### config.mk
export PLATFORM = sky130hd
export DESIGN_NAME = wb_uart_master
export DESIGN_NICKNAME = d
export VERILOG_FILES = /design/src/rtl/wb_uart_master.sv
export SDC_FILE = /design/constraint.sdc
export NUM_CORES = 1
export LEC_CHECK = 0
export CORE_MARGIN = 10
export CORE_UTILIZATION = 45
export CTS_CLUSTER_DIAMETER = 150
export CTS_CLUSTER_SIZE = 20
export DETAILED_ROUTE_END_ITERATION = 12
export GPL_TIMING_DRIVEN = 0
export PLACE_DENSITY = 0.77
export SKIP_LAST_GASP = 1
export SYNTH_ARGS = -nofsm -noshare
export SYNTH_HDL_FRONTEND = slang
export SYNTH_SLANG_ARGS = --single-unit
### constraint.sdc
create_clock -name clk -period 4.02 [get_ports clk]
set_input_delay 0.804 -clock clk [delete_from_list [all_inputs] [get_ports clk]]
set_output_delay 0.804 -clock clk [all_outputs]
set_load 0.1 [all_outputs]
### src/rtl/wb_uart_master.sv
// Byte-stream command decoder driving a Wishbone classic master; replies through a UART byte interface.
// Optional bus watchdog enabled by defining WB_MASTER_TIMEOUT_EN.
module wb_uart_master #(
  parameter int timeout_cycles = 1024
) (
  input  logic        clk,
  input  logic        reset,
  input  logic [7:0]  rx_data,
  input  logic        rx_avail,
  output logic [7:0]  tx_data,
  output logic        tx_wr,
  input  logic        tx_busy,
  output logic [31:0] wb_adr_o,
  output logic [31:0] wb_dat_o,
  input  logic [31:0] wb_dat_i,
  output logic [3:0]  wb_sel_o,
  output logic        wb_we_o,
  output logic        wb_cyc_o,
  output logic        wb_stb_o,
  input  logic        wb_ack_i,
  input  logic        wb_err_i
);

  typedef enum logic [2:0] {IDLE, ADR, DAT, BUS, RSP} state_t;

  state_t      state;
  logic        is_write;
  logic        status_ok;
  logic        status_sent;
  logic [1:0]  cnt;
  logic [31:0] rsp_data;
  logic        timed_out;
  logic        bus_done;

`ifdef WB_MASTER_TIMEOUT_EN
  localparam int TW = $clog2(timeout_cycles + 1);
  logic [TW-1:0] tmo_cnt;

  // Fires on the last permitted BUS cycle so cyc/stb drop on the following one.
  assign timed_out = (tmo_cnt == TW'(timeout_cycles - 1));

  always_ff @(posedge clk or posedge reset) begin
    if (reset) begin
      tmo_cnt <= '0;
    end else if (state == BUS && !bus_done) begin
      tmo_cnt <= tmo_cnt + 1'b1;
    end else begin
      tmo_cnt <= '0;
    end
  end
`else
  logic unused_timeout_cfg;
  assign unused_timeout_cfg = (timeout_cycles > 0);
  assign timed_out = 1'b0;
`endif

  assign bus_done = wb_ack_i || wb_err_i || timed_out;

  always_ff @(posedge clk or posedge reset) begin
    if (reset) begin
      state       <= IDLE;
      is_write    <= 1'b0;
      status_ok   <= 1'b0;
      status_sent <= 1'b0;
      cnt         <= 2'd0;
      rsp_data    <= 32'd0;
      tx_data     <= 8'd0;
      tx_wr       <= 1'b0;
      wb_adr_o    <= 32'd0;
      wb_dat_o    <= 32'd0;
      wb_sel_o    <= 4'h0;
      wb_we_o     <= 1'b0;
      wb_cyc_o    <= 1'b0;
      wb_stb_o    <= 1'b0;
    end else begin
      tx_wr <= 1'b0;
      case (state)
        IDLE: begin
          if (rx_avail && (rx_data == 8'h01 || rx_data == 8'h02)) begin
            is_write <= (rx_data == 8'h01);
            cnt      <= 2'd0;
            state    <= ADR;
          end
        end

        ADR: begin
          if (rx_avail) begin
            wb_adr_o <= {wb_adr_o[23:0], rx_data};
            cnt      <= cnt + 2'd1;
            if (cnt == 2'd3) begin
              if (is_write) begin
                state <= DAT;
              end else begin
                wb_cyc_o <= 1'b1;
                wb_stb_o <= 1'b1;
                wb_sel_o <= 4'hF;
                wb_we_o  <= 1'b0;
                state    <= BUS;
              end
            end
          end
        end

        DAT: begin
          if (rx_avail) begin
            wb_dat_o <= {wb_dat_o[23:0], rx_data};
            cnt      <= cnt + 2'd1;
            if (cnt == 2'd3) begin
              wb_cyc_o <= 1'b1;
              wb_stb_o <= 1'b1;
              wb_sel_o <= 4'hF;
              wb_we_o  <= 1'b1;
              state    <= BUS;
            end
          end
        end

        BUS: begin
          if (bus_done) begin
            wb_cyc_o    <= 1'b0;
            wb_stb_o    <= 1'b0;
            wb_we_o     <= 1'b0;
            wb_sel_o    <= 4'h0;
            // Simultaneous ack and err is reported as an error.
            status_ok   <= wb_ack_i && !wb_err_i;
            status_sent <= 1'b0;
            cnt         <= 2'd0;
            if (wb_ack_i && !wb_err_i && !is_write) begin
              rsp_data <= wb_dat_i;
            end
            state <= RSP;
          end
        end

        RSP: begin
          // tx_wr still high here means a byte was loaded last cycle; skip one.
          if (!tx_busy && !tx_wr) begin
            tx_wr <= 1'b1;
            if (!status_sent) begin
              tx_data     <= status_ok ? 8'hAA : 8'hEE;
              status_sent <= 1'b1;
              if (!status_ok || is_write) begin
                state <= IDLE;
              end
            end else begin
              tx_data  <= rsp_data[31:24];
              rsp_data <= {rsp_data[23:0], 8'h00};
              cnt      <= cnt + 2'd1;
              if (cnt == 2'd3) begin
                state <= IDLE;
              end
            end
          end
        end

        default: state <= IDLE;
      endcase
    end
  end

endmodule

* Word-level counts from Yosys, hierarchy flattened
Cells that the tools add are included.
Word-level totals: input bits 46, bits in registers 119, output and inout port bits 80
Operators by class: reduce and logical (&&, ||, !) cells 27, mux-type cells 47, equality and inequality tests 20, add/sub/neg operators 1
Operators by type and width (number):
- 32-bit two-way mux | 4
- 32-bit case mux with 2 select lines | 1
- 3-bit two-way mux | 10
- 4-bit two-way mux | 6
- 2-bit inequality test (second input constant) | 10
- 3-bit case mux with 5 select lines | 1
- 1-bit two-way mux | 13
- 4-bit case mux with 3 select lines | 1
- 2-bit two-way mux | 5
- 2-bit AND reduction | 5
- 9-bit AND reduction | 1
- 8-bit by 1-bit == test with 1-bit output (second input constant) | 1
- 8-bit by 2-bit == test with 1-bit output (second input constant) | 1
- 8-bit two-way mux | 1
- 2-bit case mux with 4 select lines | 1
- 7-bit two-way mux | 1
- 7-bit AND reduction | 1
- 3-bit by 2-bit == test with 1-bit output (second input constant) | 2
- 3-bit inequality test (second input constant) | 2
- 1-bit case mux with 3 select lines | 2
- 6-bit AND reduction | 1
- 1-bit zero test | 5
- 5-bit AND reduction | 1
- 1-bit logical AND | 4
- other kinds (13) | 15

* Longest topological paths before layout
word-level depth 6, depth in mapped cells 7

* Least setup slack after synthesis
Ideal clock, no wire load.
path kind reg2out, start point reg wb_sel_o[2] (netlist name), end point out wb_sel_o[0], buffers on the path 1, path slack 1810 ps, cell stages (with the launch flop) 2, required time 3216 ps, arrival 1406 ps, path through dfrtp_1 buf_4
RTL lines:
- to (decl) | RTL line 16 | output logic [3:0] wb_sel_o,

==> reports/metrics.csv <==
metric,value,unit
status,"complete, no violations",
DP HPWL,9260,um
share of synthesized flip-flops with an asynchronous set or reset,100,%
CTS H-tree lvls,4,
maxcap violations,0,
Placer Congestion,0.809,
total clock sinks,115,
number of hold buffers added after cts,0,
Post-CTS Setup Bufs,0,
Rel. slew slack,31.2,%
Initial Utilization,45.5,%
top cell type's share of synthesized area,55.8,%
final-stage net count,569,
Critical Path AT,2.09,ns
Fillers,906,
drt drc,0,
Worst-path clk slew,0.05,ns
Root Buffer,clkbuf_16,
first-pass GRT wire length,20000,um
fmax,345,MHz
Synth area leaders,"dfrtp_1 56%, mux2_2 17%, mux2_4 5.8%",
iteration count of the initial detailed-routing pass,4,
Netlist Area Pre-Place,5160,um^2
GRT overflow,0,
Total Wirelength,12500,um
register area share after synthesis,55.8,%
CP Capture Type,primary output,
Synth cell types,45,
initial antenna violation count,0,
startpoint types,flip-flop,
Tightest Pin Transition,1.03,ns
crit path max fanout,7,
Die Area,16100,um^2
Tmin final,2.90,ns
Final Cycle Share,72.1,%
Fin. Hold Viols,0,
post-CTS sizing,0,
Setup TNS Final,0,ns
largest net degree at the start of global routing,69,
Syn Nets,424,
layout cells sized above 1,29.5,%
CTS tree,built,
CTS Buf Count,17,
Vias per Instance,5.13,
Synth Area per Inst,13.7,um^2
skew final,0.0138,ns
area of the core,11300,um^2
Setup CP Type,flip-flop to primary output,
number of enable flip-flop cells after synthesis,0,
Buffers on Ports,125,
worst hold slack,0.486,ns
number of global-route vias before repair,3673,
clock latency at the later pin of the worst-skew pair,0.41,ns
Starting DRT DRC Count,173,
area delta synth->final,39.8,%
placed cells,646,
Ant. Diodes,0,
hold crit path type,flip-flop to flip-flop,
YS warnings,0,
gr usage total,15.5,%
wire length per cell,18.5,um
"flops & latches, synth",115,
Via Count,3477,
post-route ant nets,0,
RSZ-0062 raised after global routing,no,
fin. max-slew vios,0,
Final setup viols,0,
"Primary FF master, synth",dfrtp_1,
leading area contributor after synthesis,dfrtp_1,
Die W,127,um
num ports,126,
clock buffer depth,2,
Core Rows,39,
Gate Count Post-Synth,377,
CP required,3.22,ns
Finished Layout Cells,678,
die outline height,127,um
==> routing by layer <==
layer  GRT usage (%)  share of wire (%)  vias to the layer above
li1                -                  -                     1637
met1            17.4                 40                     1741
met2            27.2                 53                       90
met3            5.29                5.5                        9
met4            4.76                1.0                        0
met5               0                  0                        -
==> layout make-up <==
class	instances	area (um^2)	area share, %
inverter	14	55.1	0.764
buffer	28	161	2.24
timing repair buffer	126	1280	17.7
sequential	115	2880	39.9
clock inverter	14	151	2.10
clock buffer	18	439	6.09
multi-input combinational	220	2060	28.6
tap	143	179	2.48
==> sequential cells by signal, indices dropped and copies added, names as in the netlist <==
register	flops
status_sent	1
status_ok	1
state	3
is_write	1
wb_sel_o	1
tx_wr	1
cnt	2
wb_dat_o	32
rsp_data	32
wb_we_o	1
wb_adr_o	32
tx_data	8
==> logic make-up after synthesis <==
logic type | Yosys count | synth area share, %
xor gates and xnor gates | 3 | 0.510
buffers and inverters | 42 | 4.15
and+or+nand+nor | 50 | 5.87
muxes | 115 | 26.6
AOI/OAI and AO/OA | 51 | 6.84
adders and majority gates | 1 | 0.243
DFF | 115 | 55.8
==> cells in the final DEF (no fill, tap or decap), drive strengths merged, types with 2 or more instances in the layout <==
cell type and count:
nor3 2, mux2 115, clkdlybuf4s50 125, nand3b 2, a21o 2, nand2 11, nor2b 10, clkinvlp 5
o21ai 17, nor3b 4, a21oi 6, clkbuf 22, bufinv 2, buf 25, clkinv 3, inv 18
a211o 2, nor4 2, a31oi 2, dfrtp 115, nor2 8, o21a 2, o31ai 11, nor4b 2
or3 2, a2111o 2, and2 3, xor2 2, nand4 2
==> per-stage QoR <==
| stage | instance area, um^2 | util (%) | worst slack [ns] |
|---|---|---|---|
| final | 7210 | 63.7 | 1.12 |
| after global routing | 7210 | 63.7 | 1.05 |
| after CTS | 7210 | 63.7 | 1.10 |
| after detailed placement | 6620 | 58.4 | 1.21 |
| after global placement | 6590 | 58.2 | -1.32 |
| after floorplan | 5160 | - | 0.172 |
==> cells in the mapped netlist, drive strengths merged, types with 3 or more instances <==
cell,n
a21oi,6
and2,3
buf,24
clkbuf,4
dfrtp,115
inv,14
mux2,115
nand2,11
nor2,8
nor2b,10
nor3b,4
o21ai,17
o31ai,11
==> critical path, cell delays in order (launching register included) <==
cell and delay (ns):
dfrtp_1 0.42, buf_4 0.13, clkdlybuf4s50_1 1.13
==> worst paths after layout <==
path	cells past startpoint	start	end	slack (ns)
setup / recovery	2	wb_sel_o[2]$_DFFE_PP0P_	wb_sel_o[0]	1.12
hold / removal	2	tx_data[1]$_DFFE_PP0P_	tx_data[1]$_DFFE_PP0P_	0.49
setup reg to reg	6	state[2]$_DFFE_PP0P_	rsp_data[27]$_DFFE_PP0P_	1.88
hold reg to reg	2	tx_data[1]$_DFFE_PP0P_	tx_data[1]$_DFFE_PP0P_	0.49
max in group asynchronous	3	reset	wb_adr_o[15]$_DFFE_PP0P_	2.45
min in group asynchronous	2	reset	wb_we_o$_DFFE_PP0P_	0.84
Power is left out: the tool's default activity adds up to more than one toggle a clock period on the data nets, which glitch-free logic cannot reach.
==> RTL change 1 (same settings) <==
Re-encode `state_t` (5 states) as Gray code, 3 bits wide.
--- a/src/rtl/wb_uart_master.sv
+++ b/src/rtl/wb_uart_master.sv
@@ -21,7 +21,7 @@
   input  logic        wb_err_i
 );
 
-  typedef enum logic [2:0] {IDLE, ADR, DAT, BUS, RSP} state_t;
+  typedef enum logic [2:0] {IDLE = 3'b000, ADR = 3'b001, DAT = 3'b011, BUS = 3'b010, RSP = 3'b110} state_t;
 
   state_t      state;
   logic        is_write;
Check against the original RTL: same outputs for any inputs over 10 cycles, from zero or initial values and one cycle with reset high; not proved beyond that.
==> RTL change 1 against the unedited design <==
Maximum frequency down 3.9%; sequential cell count stayed put; die area shrank 5.7%; critical path type unchanged; area after synthesis down 6.7%; final area is 5.2% lower; first-iteration DRC count decreased by 4.6%; wire length fell by 6.1%; setup slack got worse by 0.12 ns.
Power is left out: the tool's default activity adds up to more than one toggle a clock period on the data nets, which glitch-free logic cannot reach.
==> RTL change 1: results (changes against the unedited design) <==
| Metric | Value |
|---|---|
| Status | finished, final reports clean (unchanged) |
| Post-Synthesis Cells | 371 (was 377) |
| Synth Area in Adders | 0.00260 (was 0.00243) |
| Skew-Pair Late Insertion Delay | 0.50 ns (was 0.41 ns) |
| First DRT Iteration DRCs | 165 (was 173) |
| Synth area leaders | dfrtp_1, mux2_2, mux2i_1 (was dfrtp_1, mux2_2, mux2_4) |
| Synth Net Count | 418 (was 424) |
| Reg2reg end | rsp_data[28]$_DFFE_PP0P_ (was rsp_data[27]$_DFFE_PP0P_) |
| Final min period | 3.02 ns (was 2.90 ns) |
| Worst Hold End | tx_data[4]$_DFFE_PP0P_ (was tx_data[1]$_DFFE_PP0P_) |
| Placed cell count | 633 (was 646) |
| Worst R2R Path Depth | 8 (was 6) |
| First-pass GRT wire length | 18.5 mm (was 20.0 mm) |
| Htree depth | 4 (unchanged) |
| Vias | 3,364 (was 3,477) |
| Mux cell area share after synthesis | 0.207 (was 0.266) |
| Slew margin rel. | 0.213 (was 0.312) |
| Hold WS | 0.472 ns (was 0.486 ns) |
| Post-Synth XOR/XNOR Area | 0.00182 (was 0.00510) |
| GP Congestion | 0.762 (was 0.809) |
| Syn. warnings | 0 (unchanged) |
| DPL Wire Length | 8.62 mm (was 9.26 mm) |
| R2R setup slack | 1.96 ns (was 1.88 ns) |
| Place WS | 1.14 ns (was 1.21 ns) |
| Share of cells above drive strength 1 | 0.234 (was 0.295) |
| Distinct cell type count after synthesis | 41 (was 45) |
| Metal2 WL | 6.05 mm (was 6.67 mm) |
| Cell Area, Placed | 6260 µm² (was 6620 µm²) |
| Clock Skew | 0.00803 ns (was 0.0138 ns) |
| FILL cells | 789 (was 906) |
| Hold_sp | tx_data[4]$_DFFE_PP0P_ (was tx_data[1]$_DFFE_PP0P_) |
| GR Util met1 | 0.186 (was 0.174) |
| Avg WL per Cell | 17.7 µm (was 18.5 µm) |
| Largest net degree at the start of global routing | 62 (was 69) |
| Met3 Use GR | 0.0520 (was 0.0529) |
| Post-synthesis sequential area ratio | 0.598 (was 0.558) |
| Synth Area in Compound Gates | 0.0723 (was 0.0684) |
| Layout Area Growth over Synthesis | 42.1% (was 39.8%) |
| Final Util | 0.659 (was 0.637) |
| Met2 Use GR | 0.258 (was 0.272) |
| Critical path arrival | 2.21 ns (was 2.09 ns) |
| Critical Path Start | wb_sel_o[2]$_DFFE_PP0P_ (unchanged) |
| Synth cell count leaders | dfrtp_1, mux2_2, nand2_1 (was dfrtp_1, mux2_2, mux2_4) |
| DR vias/cell | 5.06 (was 5.13) |
| Ant. Diodes | 0 (unchanged) |
| Vias in the first global route | 3,567 (was 3,673) |
| Post-route met1 wirelength | 4.87 mm (was 5.03 mm) |
| WL met3 | 715 µm (was 687 µm) |
| CTS root buffer | clkbuf_8 (was clkbuf_16) |
==> RTL change 1: cell count changes in the layout (fill, tap and decap cells not counted), moves of 3 or more <==
| cell | change |
|---|---|
| a22o_1 | +9 |
| and2_1 | -3 |
| buf_2 | -4 |
| clkinv_4 | +3 |
| inv_1 | -6 |
| mux2_1 | -17 |
| mux2_2 | -11 |
| mux2_4 | -20 |
| mux2i_1 | +24 |
| nand2_1 | +30 |
| nand3_1 | +6 |
| nor2b_1 | -6 |
| o21ai_0 | +14 |
| o31ai_1 | -9 |
==> RTL change 1: cell type report <==
| cell class | count | share of cell area |
|---|---|---|
| Buffer | 25 | 0.0229 |
| Clock buffer | 18 | 0.0612 |
| Clock inverter | 14 | 0.0225 |
| Inverter | 8 | 0.00476 |
| Multi-Input combinational cell | 223 | 0.255 |
| Sequential cell | 115 | 0.421 |
| Tap cell | 136 | 0.0249 |
| Timing Repair Buffer | 126 | 0.187 |
==> RTL change 2 (same settings) <==
Without the edit above. The option `WB_MASTER_TIMEOUT_EN` is turned on by a define.
--- a/src/rtl/wb_uart_master.sv
+++ b/src/rtl/wb_uart_master.sv
@@ -1,5 +1,7 @@
 // Byte-stream command decoder driving a Wishbone classic master; replies through a UART byte interface.
 // Optional bus watchdog enabled by defining WB_MASTER_TIMEOUT_EN.
+`define WB_MASTER_TIMEOUT_EN
+
 module wb_uart_master #(
   parameter int timeout_cycles = 1024
 ) (
Behaviour: same outputs for any inputs over 10 cycles, from zero or initial values and one cycle with reset high; that may be too few to reach the edited logic, so the function may still have changed.
==> RTL change 2 against the unedited design <==
Synthesized cell count rose by 19%; sequential share of layout area grew 1.9 points; wire length increased by 8.3%; area after synthesis increased by 6.0%; worst hold slack got worse by 0.00060 ns; register-to-register slack got worse by 0.10 ns; setup slack lost 0.074 ns; final area is 4.6% higher; via count increased by 11%; sequential cell count up 11.
Power is not shown: default switching activity piles up to over one toggle a cycle in this logic, so the estimate is an artifact.
==> RTL change 2: results (changes against the unedited design) <==
| Metric | Value |
|---|---|
| Critical path arrival | 2.17 ns (was 2.09 ns) |
| RR Startpoint | state[0]$_DFFE_PP0P_ (was state[2]$_DFFE_PP0P_) |
| First-pass GRT wire length | 21.7 mm (was 20.0 mm) |
| DPL Wire Length | 10.2 mm (was 9.26 mm) |
| DR vias/cell | 5.13 (about the same) |
| Clock Skew | 0.00883 ns (was 0.0138 ns) |
| Hold_sp | tmo_cnt[9]$_DFF_PP0_ (was tx_data[1]$_DFFE_PP0P_) |
| Htree depth | 4 (unchanged) |
| Synth Net Count | 496 (was 424) |
| First DRT Iteration DRCs | 140 (was 173) |
| Avg WL per Cell | 18.0 µm (was 18.5 µm) |
| Worst R2R Path Depth | 5 (was 6) |
| Status | finished, final reports clean (unchanged) |
| Share of cells above drive strength 1 | 0.204 (was 0.295) |
| Worst Hold End | tmo_cnt[10]$_DFF_PP0_ (was tx_data[1]$_DFFE_PP0P_) |
| Synth area leaders | dfrtp_1, mux2_2, nand2_1 (was dfrtp_1, mux2_2, mux2_4) |
| Largest net degree at the start of global routing | 40 (was 69) |
| R2R setup slack | 1.78 ns (was 1.88 ns) |
| Hold path cells | 1 (was 2) |
| GRT Overall Usage | 0.166 (was 0.155) |
| Pre-Repair DR Iteration Count | 4 (unchanged) |
| Synth cell count leaders | dfrtp_1, mux2_2, nand2_1 (was dfrtp_1, mux2_2, mux2_4) |
| Reg2reg end | wb_adr_o[28]$_DFFE_PP0P_ (was rsp_data[27]$_DFFE_PP0P_) |
| GP Congestion | 0.774 (was 0.809) |
| Cell Area, Placed | 6960 µm² (was 6620 µm²) |
| Layout Nets | 643 (was 569) |
| Post-synthesis sequential area ratio | 0.577 (was 0.558) |
| Vias in the first global route | 4,145 (was 3,673) |
[RTL change 2: cell types whose count changed after synthesis, moves of 5 or more]
cell,delta
mux2_2,-7
dfrtp_1,+11
buf_2,-9
o21ai_1,-6
clkbuf_1,+5
mux2_4,-20
inv_1,+7
nand2_1,+57
o31ai_1,-9
mux2i_1,+18
nand3_1,+8
nor2b_1,-10
nor2_1,+14
[RTL change 2: logic make-up (layout without fill, tap and decap cells)]
logic type	Yosys count	count (layout)	share of synthesized area
XOR/XNOR	10	10	0.0160
AND/OR/NAND/NOR	120	120	0.102
flip-flops	126	126	0.577
adder cells (fa/ha/maj)	3	3	0.00641
buffers and inverters	47	206	0.0405
AO/OA/AOI/OAI	40	40	0.0524
multiplexers	102	102	0.206
[RTL change 2: final cells by class]
type	count	area [µm²]
inverter	21	82.6
clock buffer	20	467
clock inverter	11	110
buffer	26	143
multi-input combinational	275	2090
tap	147	184
timing repair buffer	128	1310
sequential	126	3150
fill	928	4420
[RTL change 2: critical path, delay by kind of cell (launching register included)]
family,cells,cell delay (ns)
buffers and inverters,2,1.27
flip-flops,1,0.47
[RTL change 2: worst max path at each step]
stage / from / end / depth (start not counted)
2_1_floorplan: reset / cnt[0]$_DFFE_PP0P_ / 1
3_3_place_gp: reset / rsp_data[3]$_DFFE_PP0P_ / 2
3_5_place_dp: rx_avail / wb_adr_o[28]$_DFFE_PP0P_ / 4
4_1_cts: wb_sel_o[2]$_DFFE_PP0P_ / wb_sel_o[2] / 2
5_1_grt: wb_sel_o[2]$_DFFE_PP0P_ / wb_sel_o[2] / 2
6_report: wb_sel_o[2]$_DFFE_PP0P_ / wb_sel_o[1] / 2
[RTL change 2: through the flow]
step / instances / setup WS (ns)
after detailed placement: 723 / 1.13
after global routing: 754 / 0.975
after floorplan: 448 / 1.66
after global placement: 720 / 0.576
final: 754 / 1.05
after CTS: 754 / 1.02
[RTL change 2: layer usage]
metal  up-vias  track usage  routed length [µm]
li1       1826            -                   -
met2        77        0.292                7340
met3        22       0.0487                 593
met5         -            0                   0
met4         0       0.0774                 320
met1      1943        0.179                5290
